**config.mk**
```make
export PLATFORM = sky130hd
export DESIGN_NAME = buscador_vizinhos_flat
export DESIGN_NICKNAME = d
export VERILOG_FILES = /design/src/rtl/buscador_vizinhos_pkg.sv /design/src/rtl/buscador_vizinhos_if.sv /design/src/rtl/buscador_vizinhos.sv /design/src/flat_wrapper.sv
export SDC_FILE = /design/constraint.sdc
export NUM_CORES = 1
export LEC_CHECK = 0
export ABC_AREA = 1
export CORE_MARGIN = 2
export CORE_UTILIZATION = 33
export DETAILED_ROUTE_END_ITERATION = 6
export PLACE_DENSITY = 0.71
export SLEW_MARGIN = 15
export SYNTH_ARGS = -nofsm -noshare
export SYNTH_HDL_FRONTEND = slang
export SYNTH_SLANG_ARGS = --single-unit
```
**constraint.sdc**
```tcl
create_clock -name clk -period 1.8 [get_ports clk]
set_input_delay 0.36 -clock clk [delete_from_list [all_inputs] [get_ports clk]]
set_output_delay 0.36 -clock clk [all_outputs]
set_load 0.02 [all_outputs]
```
**src/rtl/buscador_vizinhos_pkg.sv**
```systemverilog
// Shared types and width helpers for the neighbour fetcher and the relations loader.
package buscador_vizinhos_pkg;

  typedef enum logic [2:0] {
    StIdle,
    StLeRel,
    StAvaliaRel,
    StAvaliaObs,
    StEntrega,
    StFim
  } estado_e;

  function automatic int unsigned viz_width(int unsigned max_vizinhos);
    return $clog2(max_vizinhos);
  endfunction

  // Relations memory is addressed as {node, slot}.
  function automatic int unsigned rel_addr_width(int unsigned addr_width,
                                                 int unsigned max_vizinhos);
    return addr_width + $clog2(max_vizinhos);
  endfunction

  // Relations word carries a slot-valid bit above the neighbour address.
  function automatic int unsigned relacoes_data_width(int unsigned addr_width);
    return addr_width + 1;
  endfunction

endpackage

```
**src/rtl/buscador_vizinhos_if.sv**
```systemverilog
// Request, memory read ports and neighbour stream of the neighbour fetcher.
interface buscador_vizinhos_if #(
  parameter int unsigned ADDR_WIDTH   = 8,
  parameter int unsigned MAX_VIZINHOS = 8
) ();
  import buscador_vizinhos_pkg::*;

  localparam int unsigned REL_ADDR_WIDTH      = rel_addr_width(ADDR_WIDTH, MAX_VIZINHOS);
  localparam int unsigned RELACOES_DATA_WIDTH = relacoes_data_width(ADDR_WIDTH);

  logic                           start_in;
  logic [ADDR_WIDTH-1:0]          no_in;
  logic                           busy_out;
  logic                           done_out;
  logic                           relacoes_rd_enable_out;
  logic [REL_ADDR_WIDTH-1:0]      relacoes_rd_addr_out;
  logic [RELACOES_DATA_WIDTH-1:0] relacoes_rd_data_in;
  logic                           obstaculos_rd_enable_out;
  logic [ADDR_WIDTH-1:0]          obstaculos_rd_addr_out;
  logic                           obstaculos_rd_data_in;
  logic                           vizinho_valid_out;
  logic [ADDR_WIDTH-1:0]          vizinho_addr_out;
  logic                           vizinho_ready_in;

  modport master (
    input  start_in, no_in, relacoes_rd_data_in, obstaculos_rd_data_in, vizinho_ready_in,
    output busy_out, done_out, relacoes_rd_enable_out, relacoes_rd_addr_out,
           obstaculos_rd_enable_out, obstaculos_rd_addr_out, vizinho_valid_out,
           vizinho_addr_out
  );

  modport slave (
    output start_in, no_in, relacoes_rd_data_in, obstaculos_rd_data_in, vizinho_ready_in,
    input  busy_out, done_out, relacoes_rd_enable_out, relacoes_rd_addr_out,
           obstaculos_rd_enable_out, obstaculos_rd_addr_out, vizinho_valid_out,
           vizinho_addr_out
  );

endinterface

```
**src/rtl/buscador_vizinhos.sv**
```systemverilog
// Walks the relation slots of one node, drops obstacle neighbours and streams the free ones
// out over a valid/ready handshake. MAX_VIZINHOS must be a power of two, at least 2.
module buscador_vizinhos
  import buscador_vizinhos_pkg::*;
#(
  parameter int unsigned ADDR_WIDTH   = 8,
  parameter int unsigned MAX_VIZINHOS = 8
) (
  input  logic                   clk,
  input  logic                   rst_n,
  buscador_vizinhos_if.master    bus_io
);

  localparam int unsigned VIZ_WIDTH = viz_width(MAX_VIZINHOS);
  localparam logic [VIZ_WIDTH-1:0] KUltimo = VIZ_WIDTH'(MAX_VIZINHOS - 1);

  estado_e               estado_q;
  logic [VIZ_WIDTH-1:0]  k_q;
  logic [ADDR_WIDTH-1:0] no_q;
  logic [ADDR_WIDTH-1:0] viz_q;

  logic                  rel_valido;
  logic [ADDR_WIDTH-1:0] rel_viz;
  logic                  ultimo;
  estado_e               estado_prox;
  logic [VIZ_WIDTH-1:0]  k_prox;

  assign rel_valido = bus_io.relacoes_rd_data_in[ADDR_WIDTH];
  assign rel_viz    = bus_io.relacoes_rd_data_in[ADDR_WIDTH-1:0];

  // After a skip or a transfer: stop at the last slot, k never wraps.
  assign ultimo      = (k_q == KUltimo);
  assign estado_prox = ultimo ? StFim : StLeRel;
  assign k_prox      = ultimo ? k_q : k_q + VIZ_WIDTH'(1);

  always_ff @(posedge clk or negedge rst_n) begin
    if (!rst_n) begin
      estado_q <= StIdle;
      k_q      <= '0;
      no_q     <= '0;
      viz_q    <= '0;
    end else begin
      unique case (estado_q)
        StIdle: begin
          if (bus_io.start_in) begin
            no_q     <= bus_io.no_in;
            k_q      <= '0;
            estado_q <= StLeRel;
          end
        end
        StLeRel: estado_q <= StAvaliaRel;
        StAvaliaRel: begin
          if (rel_valido) begin
            viz_q    <= rel_viz;
            estado_q <= StAvaliaObs;
          end else begin
            estado_q <= StFim;
          end
        end
        StAvaliaObs: begin
          if (bus_io.obstaculos_rd_data_in) begin
            k_q      <= k_prox;
            estado_q <= estado_prox;
          end else begin
            estado_q <= StEntrega;
          end
        end
        StEntrega: begin
          if (bus_io.vizinho_ready_in) begin
            k_q      <= k_prox;
            estado_q <= estado_prox;
          end
        end
        StFim:   estado_q <= StIdle;
        default: estado_q <= StIdle;
      endcase
    end
  end

  assign bus_io.busy_out               = (estado_q != StIdle);
  assign bus_io.done_out               = (estado_q == StFim);
  assign bus_io.relacoes_rd_enable_out = (estado_q == StLeRel);
  assign bus_io.relacoes_rd_addr_out   = {no_q, k_q};
  // Obstacle lookup is issued from the relations word itself to keep the 1-cycle turnaround.
  assign bus_io.obstaculos_rd_enable_out = (estado_q == StAvaliaRel) && rel_valido;
  assign bus_io.obstaculos_rd_addr_out   = (estado_q == StAvaliaRel) ? rel_viz : viz_q;
  assign bus_io.vizinho_valid_out        = (estado_q == StEntrega);
  assign bus_io.vizinho_addr_out         = viz_q;

endmodule

```
**src/flat_wrapper.sv**
```systemverilog
// flat-port wrapper written by rule: the top's interface ports become plain ports
module buscador_vizinhos_flat import buscador_vizinhos_pkg::*;
#(
  parameter int unsigned ADDR_WIDTH   = 8,
  parameter int unsigned MAX_VIZINHOS = 8
)
  (clk, rst_n, bus_io_start_in, bus_io_no_in, bus_io_relacoes_rd_data_in, bus_io_obstaculos_rd_data_in, bus_io_vizinho_ready_in, bus_io_busy_out, bus_io_done_out, bus_io_relacoes_rd_enable_out, bus_io_relacoes_rd_addr_out, bus_io_obstaculos_rd_enable_out, bus_io_obstaculos_rd_addr_out, bus_io_vizinho_valid_out, bus_io_vizinho_addr_out);
  buscador_vizinhos_if #(.ADDR_WIDTH(ADDR_WIDTH), .MAX_VIZINHOS(MAX_VIZINHOS)) bus_io_i ();
  input  logic clk;
  input  logic rst_n;
  input wire logic [$bits(bus_io_i.start_in)-1:0] bus_io_start_in;
  input wire logic [$bits(bus_io_i.no_in)-1:0] bus_io_no_in;
  input wire logic [$bits(bus_io_i.relacoes_rd_data_in)-1:0] bus_io_relacoes_rd_data_in;
  input wire logic [$bits(bus_io_i.obstaculos_rd_data_in)-1:0] bus_io_obstaculos_rd_data_in;
  input wire logic [$bits(bus_io_i.vizinho_ready_in)-1:0] bus_io_vizinho_ready_in;
  output wire logic [$bits(bus_io_i.busy_out)-1:0] bus_io_busy_out;
  output wire logic [$bits(bus_io_i.done_out)-1:0] bus_io_done_out;
  output wire logic [$bits(bus_io_i.relacoes_rd_enable_out)-1:0] bus_io_relacoes_rd_enable_out;
  output wire logic [$bits(bus_io_i.relacoes_rd_addr_out)-1:0] bus_io_relacoes_rd_addr_out;
  output wire logic [$bits(bus_io_i.obstaculos_rd_enable_out)-1:0] bus_io_obstaculos_rd_enable_out;
  output wire logic [$bits(bus_io_i.obstaculos_rd_addr_out)-1:0] bus_io_obstaculos_rd_addr_out;
  output wire logic [$bits(bus_io_i.vizinho_valid_out)-1:0] bus_io_vizinho_valid_out;
  output wire logic [$bits(bus_io_i.vizinho_addr_out)-1:0] bus_io_vizinho_addr_out;
  assign bus_io_i.start_in = bus_io_start_in;
  assign bus_io_i.no_in = bus_io_no_in;
  assign bus_io_i.relacoes_rd_data_in = bus_io_relacoes_rd_data_in;
  assign bus_io_i.obstaculos_rd_data_in = bus_io_obstaculos_rd_data_in;
  assign bus_io_i.vizinho_ready_in = bus_io_vizinho_ready_in;
  assign bus_io_busy_out = bus_io_i.busy_out;
  assign bus_io_done_out = bus_io_i.done_out;
  assign bus_io_relacoes_rd_enable_out = bus_io_i.relacoes_rd_enable_out;
  assign bus_io_relacoes_rd_addr_out = bus_io_i.relacoes_rd_addr_out;
  assign bus_io_obstaculos_rd_enable_out = bus_io_i.obstaculos_rd_enable_out;
  assign bus_io_obstaculos_rd_addr_out = bus_io_i.obstaculos_rd_addr_out;
  assign bus_io_vizinho_valid_out = bus_io_i.vizinho_valid_out;
  assign bus_io_vizinho_addr_out = bus_io_i.vizinho_addr_out;
  buscador_vizinhos #(.ADDR_WIDTH(ADDR_WIDTH), .MAX_VIZINHOS(MAX_VIZINHOS)) u_core (.clk(clk), .rst_n(rst_n), .bus_io(bus_io_i));
endmodule
```
==> key figures <==
Worst setup path
  • Critical path's largest stage delay: about 440 ps
  • CP Launch Type: register
  • Req. time, crit path: 1440 ps
  • Crit. Startpoint: u_core.estado_q[0]
  • Worst setup path class: reg -> out
  • CP max FO: 16
  • Critical Path AT: approximately 1400 ps
  • Cell Chain, Critical Path: nor3_4 > inv_4 > o21ai_1 > buf_4
  • Reg-to-reg startpoint: u_core.estado_q[2]
  • CP max-delay cell: dfrtp_1
  • Crit. End Element: primary output

STA
  • Clock skew: roughly 1.3 ps
  • Count of final setup violators: 0
  • RSZ-0062 raised after global routing: true
  • Worst slew margin: 0.805
  • Slew Limit Fails: 0
  • Worst-Margin Slew: 292 ps
  • Period utilisation layout: 0.973
  • Fmax: around 570 MHz
  • Min cycle time layout: between 1500 and 2000 ps
  • Final Hold Vio Count: 0
  • Setup TNS: 0 ps

Finish
  • Layout cell share with drive strength beyond 1: 0.286
  • Register area: around 550 um^2
  • Area delta synth->final: 59.7%
  • Multi-input logic area: 543 um^2
  • Ant. Diodes: 0
  • Filler cells: about 330
  • Fin nets: roughly 250
  • Final Instance Area: between 1500 and 2000 um^2

Die
  • DIE WIDTH: 64.6 um
  • Row count: 21
  • Initial Util: 0.354
  • Die ar.: 4170 um^2
  • I/O pin cnt: 54
  • Die Y: ~65 um
  • Core ar.: 3420 um^2

Drt
  • DR WL/cell: roughly 10 um
  • Drt drc: 0
  • Vias per Instance: 4.33
  • Via count: about 1200
  • WL final: around 2800 um
  • DR pass1 iterations: 4
  • Post-route ant nets: 0
  • DRT iter0 DRCs: 39

Synth
  • Synth unique cells: 20
  • Synth top area share: 0.455
  • Post-Synthesis Cells: 150
  • Mapped cell area: roughly 1200 um^2
  • Warnings from Yosys: 0
  • Synth Net Count: approximately 170
  • Synth Register Bits: 22
  • Syn_area_per_cell: 8.07 um^2
  • Area contributors post-synth: dfrtp_1 46%, nand2_1 15%, inv_1 6.5%
  • Sequential cell area fraction in the yosys report: 0.455
  • Post-synth top area cell: dfrtp_1

Placement
  • Port Buffers: 53
  • DP HPWL: around 2100 um
  • Area after DPL: around 1900 um^2
  • GP Congestion: between 0.7 and 0.8

Pwr
  • Seq pwr share: 0.255
  • Sw frac: 0.456
  • Leak pwr: between 0.001 and 0.0015 uW
  • Clock power share: 0.080
  • Net Switching: approximately 1500 uW
  • Comb pwr share: 0.665
  • Pint: 1830 uW
  • Pwr Density: 1740 nW/um^2
  • Maximum vdd drop: about 0.77 mV

GRT
  • Largest net degree at the start of global routing: 23
  • Tot GR Track Use: 0.145
  • Total gr overflow: 0
  • Initial antenna violation count: 0
  • First-pass GRT wire length: 4920 um
  • Vias in the first global route: 1134

Job
  • Maxcap violations: 0

Min path
  • Hold/Removal Path Class: in -> async

Clock tree
  • Htree depth: 1
  • Clk sink count: 22
  • CTS Buffer Depth: 2
  • Clock Latency Late Sink: ~300 ps
  • Clock transition at path regs: between 100 and 150 ps
  • CTS buffer count: 3
  • Cts hold-fix bufs: 0
  • Root buffer cell: clkbuf_4
  • CTS tree: yes

Run status
  • Outcome: finished clean
[cell usage in the layout, fill, tap and decap left out, types with 2 or more instances in the layout]
cell type,synthesis,routed
buf_2,0,6
buf_4,0,25
buf_6,3,3
clkbuf_4,0,3
clkdlybuf4s50_1,0,40
dfrtp_1,22,22
ha_1,2,2
inv_1,21,21
inv_2,3,2
nand2_1,47,46
nand2_2,4,5
nand2_4,2,2
nand3_1,15,15
nor2_1,5,5
nor2_4,1,2
o21ai_1,7,7
o21ai_2,9,9
[synth_stat cells, drive strengths merged]
cell type and n:
nand2 53, inv 24, dfrtp 22, nand3 16, o21ai 16, nor2 8
buf 3, nor3 3, ha 2, a211oi 1, clkbuf 1, or2 1
[stage by stage]
step | power (uW) | utilization | worst slack [ps] | hold WS (ps) | std cells
6_report | 3360 | 0.566 | 48.7 | 405 | 270
5_1_grt | 3640 | 0.566 | -65.4 | 411 | 270
2_1_floorplan | 2130 | - | 139 | 64.4 | 150
3_3_place_gp | 3080 | 0.555 | -208 | 454 | 263
4_1_cts | 3300 | 0.556 | 2.97 | 408 | 269
3_5_place_dp | 3100 | 0.555 | -206 | 458 | 263
[power groups by stage]
| stage | Sequential [uW] | Clock, uW | Combinational [uW] |
|---|---|---|---|
| floorplan | 1080 | 0 | 1050 |
| global placement | 861 | 0 | 2220 |
| detailed placement | 868 | 0 | 2240 |
| CTS | 857 | 281 | 2160 |
| global route | 886 | 307 | 2440 |
| finish | 856 | 269 | 2230 |
[cell families after synthesis]
group | Yosys count | share of synthesized area
simple gates | 81 | 0.317
flops | 22 | 0.455
compound gates | 17 | 0.100
fa+ha+maj | 2 | 0.0207
buf+inv | 28 | 0.107
[final cells by class]
| type | instances | share of cell area |
|---|---|---|
| Timing Repair Buffer | 74 | 0.337 |
| Tap cell | 46 | 0.0298 |
| Inverter | 24 | 0.0479 |
| Clock buffer | 4 | 0.0188 |
| Sequential cell | 22 | 0.285 |
| Multi-Input combinational cell | 100 | 0.281 |
[path summary, 6_finish.rpt]
check / endpoint / slack (ps) / cells past startpoint
worst max-delay path: bus_io_obstaculos_rd_addr_out[7] / 50 / 4
worst min-delay path: u_core.no_q[6] / 410 / 2
worst max register to register: u_core.k_q[0] / 390 / 9
worst min register to register: u_core.no_q[5] / 490 / 2
max in group asynchronous: u_core.bus_io.vizinho_addr_out[4] / 1170 / 2
min in group clk: u_core.no_q[5] / 490 / 2
[critical path, delay by kind of cell, from the launching register on]
family | cells | cell delay, ps
AOI/OAI and AO/OA | 1 | 140
buffers and inverters | 2 | 280
DFF | 1 | 440
and+or+nand+nor | 1 | 230
[registers in the layout (all words and copies together), names as in the netlist]
| signal | cells |
|---|---|
| u_core.estado_q | 3 |
| u_core.no_q | 8 |
| u_core.bus_io.vizinho_addr_out | 8 |
| u_core.k_q | 3 |
[per-layer routing]
metal	vias up	GRT usage	share of wire
li1	612	-	-
met2	24	0.250	0.51
met4	0	0.0319	0.0049
met1	530	0.195	0.46
met3	2	0.0156	0.032
met5	-	0	0
[timing repair]
action	CTS	global route
gates cloned	0	0
setup buffers	2	1
resized for setup	54	14
endpoints found under the setup margin	13	12
pin swaps	2	1
Power figures use the tool's default switching activity.
